==> src/rtl/mem_arb_pkg.sv <==
// Shared types and sizing for the two-port memory arbiter.
package mem_arb_pkg;

  localparam int unsigned LAT_DEFAULT = 1;
  localparam int unsigned ADDR_W      = 32;
  localparam int unsigned DATA_W      = 32;
  localparam int unsigned BE_W        = DATA_W / 8;

  typedef enum logic [1:0] {
    IDLE = 2'd0,
    WAIT = 2'd1,
    RESP = 2'd2
  } state_e;

  typedef struct packed {
    logic [ADDR_W-1:0] addr;
    logic [DATA_W-1:0] wdata;
    logic [BE_W-1:0]   we;
  } mem_req_t;

endpackage

==> src/rtl/rr_arb2.sv <==
// Two-way round-robin grant: a tie goes to the requester not granted last.
module rr_arb2 (
  input  logic       valid0,
  input  logic       valid1,
  input  logic       last_grant,  // 1: requester 1 won the previous accept
  output logic [1:0] grant
);

  always_comb begin
    grant = 2'b00;
    if (valid0 && valid1) begin
      grant = last_grant ? 2'b01 : 2'b10;
    end else if (valid0) begin
      grant = 2'b01;
    end else if (valid1) begin
      grant = 2'b10;
    end
  end

endmodule

==> src/rtl/mem_arbiter.sv <==
// Arbitrates two requesters onto one fixed-latency memory port, one
// transaction outstanding; writes finish in the accept cycle, reads respond LAT+1 later.
module mem_arbiter
  import mem_arb_pkg::*;
#(
  parameter int unsigned LAT = LAT_DEFAULT
) (
  input  logic              clk,
  input  logic              reset,
  input  logic              req0_valid,
  output logic              req0_ready,
  input  logic [ADDR_W-1:0] req0_addr,
  input  logic [DATA_W-1:0] req0_wdata,
  input  logic [BE_W-1:0]   req0_we,
  output logic              req0_rvalid,
  output logic [DATA_W-1:0] req0_rdata,
  input  logic              req1_valid,
  output logic              req1_ready,
  input  logic [ADDR_W-1:0] req1_addr,
  input  logic [DATA_W-1:0] req1_wdata,
  input  logic [BE_W-1:0]   req1_we,
  output logic              req1_rvalid,
  output logic [DATA_W-1:0] req1_rdata,
  output logic              mem_en,
  output logic [ADDR_W-1:0] mem_addr,
  output logic [DATA_W-1:0] mem_wdata,
  output logic [BE_W-1:0]   mem_we,
  input  logic [DATA_W-1:0] mem_rdata
);

  localparam int unsigned CNT_W = $clog2(LAT + 1);

  state_e            state_q, state_d;
  logic [CNT_W-1:0]  cnt_q, cnt_d;
  logic              last_q, last_d;
  logic              owner_q, owner_d;
  logic [1:0]        rvalid_q, rvalid_d;
  logic [DATA_W-1:0] rdata0_q, rdata0_d;
  logic [DATA_W-1:0] rdata1_q, rdata1_d;
  logic [1:0]        grant;
  mem_req_t          win;

  rr_arb2 u_rr_arb2 (
    .valid0     (req0_valid),
    .valid1     (req1_valid),
    .last_grant (last_q),
    .grant      (grant)
  );

  assign win = grant[1] ? {req1_addr, req1_wdata, req1_we}
                        : {req0_addr, req0_wdata, req0_we};

  // Next-state, accept strobes and response capture.
  always_comb begin
    state_d    = state_q;
    cnt_d      = cnt_q;
    last_d     = last_q;
    owner_d    = owner_q;
    rvalid_d   = 2'b00;
    rdata0_d   = rdata0_q;
    rdata1_d   = rdata1_q;
    req0_ready = 1'b0;
    req1_ready = 1'b0;
    mem_en     = 1'b0;
    mem_addr   = '0;
    mem_wdata  = '0;
    mem_we     = '0;
    case (state_q)
      IDLE: begin
        if (!reset && (grant != 2'b00)) begin
          req0_ready = grant[0];
          req1_ready = grant[1];
          mem_en     = 1'b1;
          mem_addr   = win.addr;
          mem_wdata  = win.wdata;
          mem_we     = win.we;
          last_d     = grant[1];
          if (win.we == '0) begin
            state_d = WAIT;
            cnt_d   = CNT_W'(LAT);
            owner_d = grant[1];
          end
        end
      end
      WAIT: begin
        // Counter reaches 1 in the cycle mem_rdata is valid; it never goes below 0.
        if (cnt_q > CNT_W'(1)) begin
          cnt_d = cnt_q - CNT_W'(1);
        end else begin
          cnt_d    = '0;
          state_d  = RESP;
          rvalid_d = owner_q ? 2'b10 : 2'b01;
          if (owner_q) begin
            rdata1_d = mem_rdata;
          end else begin
            rdata0_d = mem_rdata;
          end
        end
      end
      RESP: begin
        state_d = IDLE;
      end
      default: begin
        state_d = IDLE;
      end
    endcase
  end

  always_ff @(posedge clk) begin
    if (reset) begin
      state_q  <= IDLE;
      cnt_q    <= '0;
      last_q   <= 1'b1;
      owner_q  <= 1'b0;
      rvalid_q <= 2'b00;
      rdata0_q <= '0;
      rdata1_q <= '0;
    end else begin
      state_q  <= state_d;
      cnt_q    <= cnt_d;
      last_q   <= last_d;
      owner_q  <= owner_d;
      rvalid_q <= rvalid_d;
      rdata0_q <= rdata0_d;
      rdata1_q <= rdata1_d;
    end
  end

  // Responses are masked while reset is held so an aborted read never surfaces.
  assign req0_rvalid = rvalid_q[0] & ~reset;
  assign req1_rvalid = rvalid_q[1] & ~reset;
  assign req0_rdata  = reset ? '0 : rdata0_q;
  assign req1_rdata  = reset ? '0 : rdata1_q;

endmodule

==> config.mk <==
export PLATFORM = sky130hd
export DESIGN_NAME = mem_arbiter
export DESIGN_NICKNAME = d
export VERILOG_FILES = /design/src/rtl/mem_arb_pkg.sv /design/src/rtl/rr_arb2.sv /design/src/rtl/mem_arbiter.sv
export SDC_FILE = /design/constraint.sdc
export NUM_CORES = 1
export LEC_CHECK = 0
export CAP_MARGIN = 40
export CORE_AREA = 5 5 117 119
export DETAILED_ROUTE_END_ITERATION = 12
export DIE_AREA = 0 0 122 124
export DONT_BUFFER_PORTS = 1
export GPL_TIMING_DRIVEN = 0
export SLEW_MARGIN = 15
export SYNTH_ARGS = -nofsm -noshare
export SYNTH_HDL_FRONTEND = slang
export SYNTH_HIERARCHICAL = 1
export SYNTH_SLANG_ARGS = --single-unit
==> constraint.sdc <==
create_clock -name clk -period 2.8 [get_ports clk]
set_input_delay 0.84 -clock clk [delete_from_list [all_inputs] [get_ports clk]]
set_output_delay 0.84 -clock clk [all_outputs]
set_load 0.005 [all_outputs]
==> results.json <==
{
  "layout.nets": 583,
  "fin_util": 0.345,
  "ys_types": 24,
  "fin_crit_ps": 2730,
  "syn_inst": 398,
  "fillers": 1311,
  "synth_warnings": 6,
  "initial_core_util": 0.293,
  "synth_top_family_by_area": "simple AND/OR/NAND/NOR gates",
  "cp_max_fo": 10,
  "fp.coreArea_um2": 12500,
  "area_growth_pct": 17.7,
  "gr-usage-all-layers": 0.174,
  "slew_headroom": 0.629,
  "clk_path_buf_depth": 2,
  "cp-end-kind": "output port",
  "hold-worst-slack_ps": 538,
  "synthAdderAreaFrac": 0,
  "setup_viol": 0,
  "ff_latch_area_um2": 1400,
  "reg2regPathDepth": 4,
  "yosys-top-cells-area": "dfxtp_1 (38%), mux2i_1 (19%), o22a_1 (15%), nor2b_1 (11%), nor2_1 (7.5%)",
  "synth-seq-cells": 70,
  "portBuffers": 0,
  "synth_compound_area_frac": 0.165,
  "clkSinkCount": 70,
  "maxCapViolCount": 0,
  "fmax_mhz": 366,
  "yosys.area_share.simple": 0.213,
  "gp_congestion": 0.825,
  "htree_levels": 3,
  "crit_type": "input pin to output port",
  "synth.most_common_cell": "nor2_1",
  "grt-ovfl-total": 0,
  "avgRoutedWirePerCell_um": 24.5,
  "holdPathStages": 1,
  "ir_worst_vdd_mv": 0.448,
  "drtIter0Drc": 155,
  "via_count": 3119,
  "synth.largest_area_cell": "dfxtp_1",
  "cts_tree": "built",
  "multi_input_area_um2": 2130,
  "placementRows": 41,
  "avgSynthCellArea_um2": 9.18,
  "power_density_nw_per_um2": 580,
  "critPathArrivalTime_ps": 1890,
  "antenna_found_initial": 2,
  "drt_pass1_iterations": 4,
  "synthFlopType": "dfxtp_1",
  "clk_pin_slew_ps": 50,
  "drc": 0,
  "antenna_left": 0,
  "hpwl_um": 12000,
  "drive_above_1_share": 0.139,
  "hold_class": "flip-flop to flip-flop",
  "cp-start-kind": "input pin",
  "die_h_um": 124,
  "die-area_um2": 15100,
  "vias_per_cell": 5.30,
  "wirelength_um": 14400,
  "period_share": 0.976,
  "synth_area_um2": 3650,
  "grt_pass1_wl_um": 19600,
  "hold_buffers": 0,
  "grt_max_degree": 12,
  "leakage_uw": 0.00167,
  "synth_top_area_share": 0.383,
  "clk_latency_ps": 330,
  "hold_viol": 0,
  "place_area_um2": 3870,
  "fin_skew_ps": 4.17,
  "status": "finished clean",
  "drv_slew": 0,
  "numCtsBuffers": 9,
  "ys_top_cells_by_count": "nor2_1 (73), dfxtp_1 (70), mux2i_1 (68)",
  "tightest_slew_ps": 557,
  "final_area_um2": 4300,
  "root_buffer": "clkbuf_16",
  "synth-async-reset-ratio": 0,
  "rsz0062_at_grt": "yes",
  "io-pin-count": 309,
  "synthXorXnorAreaFrac": 0,
  "die_w_um": 122,
  "crit_required_ps": 1960,
  "seq_area_frac_synth": 0.383,
  "synth-edff-count": 0,
  "grt_pass1_vias": 3085,
  "synth.area.mux_share": 0.186,
  "total_power_uw": 2490,
  "syn_nets": 570
}
## path summary, 6_finish.rpt
path / start / slack [ps] / end
worst min register to register: last_q$_SDFFE_PP1P_ / 540 / last_q$_SDFFE_PP1P_
worst max register to register: state_q[0]$_SDFFE_PP0P_ / 1070 / rdata1_q[28]$_SDFFE_PP0P_
worst min-delay path: last_q$_SDFFE_PP1P_ / 540 / last_q$_SDFFE_PP1P_
worst max-delay path: req1_valid / 70 / mem_addr[21]
## per-layer routing
layer,vias up,part of all wire,global-route usage
li1,1415,-,-
met1,1486,0.37,0.193
met2,199,0.50,0.297
met3,17,0.12,0.0758
met4,2,0.015,0.0637
met5,-,0.00048,0
## stage by stage
step	setup WS [ps]	TNS, ps	std cells
after floorplan	109	0	398
after global placement	-414	-17630	570
after detailed placement	-433	-19070	570
after CTS	1.58	0	588
after global routing	-17.2	-23.0	589
final	67.5	0	589
## timing repair
| action | CTS | global route |
|---|---|---|
| pin swaps | 0 | 0 |
| hold endpoints to repair | 0 | 0 |
| gates resized for setup | 26 | 10 |
| gates cloned | 1 | 0 |
| setup buffers | 1 | 0 |
| setup endpoints to repair | 70 | 23 |
## critical path, stage by stage
cell      delay, ps
a21boi_2        230
buf_4           220
buf_6           200
mux2i_2         290
nor2_1          100
## state kept, by name, summed over array words and instances (netlist names)
signal and cells:
state_q 2, owner_q 1, rvalid_q 2, last_q 1
rdata0_q 32, rdata1_q 32
## cell usage in the layout (no fill, tap or decap), types with 2 or more instances in the layout
cell,netlist,routed
buf_6,3,7
buf_4,0,4
nand2_1,3,3
nor2_1,73,66
inv_1,2,2
mux2i_2,0,5
clkinv_2,0,2
clkbuf_2,0,3
bufinv_16,0,2
dfxtp_1,70,70
buf_2,19,14
nor2b_1,67,67
mux2i_1,68,63
clkbuf_16,0,9
nor2_2,0,7
clkbuf_1,14,12
o22a_1,64,64
## logic make-up after synthesis
| logic type | after synthesis |
|---|---|
| AO/OA/AOI/OAI | 70 |
| buffers and inverters | 38 |
| flip-flops | 70 |
| multiplexers | 68 |
| AND/OR/NAND/NOR | 152 |
## cell type report
class / count / share of cell area
diodes: 1 / 0.000582
flip-flops and latches: 70 / 0.326
clock inverters: 4 / 0.0163
clock buffers: 12 / 0.0573
plain buffers: 36 / 0.0509
multi-input cells: 290 / 0.494
inverters: 2 / 0.00175
well taps: 172 / 0.0500
repair buffers: 2 / 0.00291
## power breakdown
| group | internal, uW | switching, uW |
|---|---|---|
| Clock | 800 | 388 |
| Combinational | 115 | 179 |
| Sequential | 1010 | 3.22 |
| Total | 1920 | 571 |
Note: power is estimated with default switching activity, not from simulation.
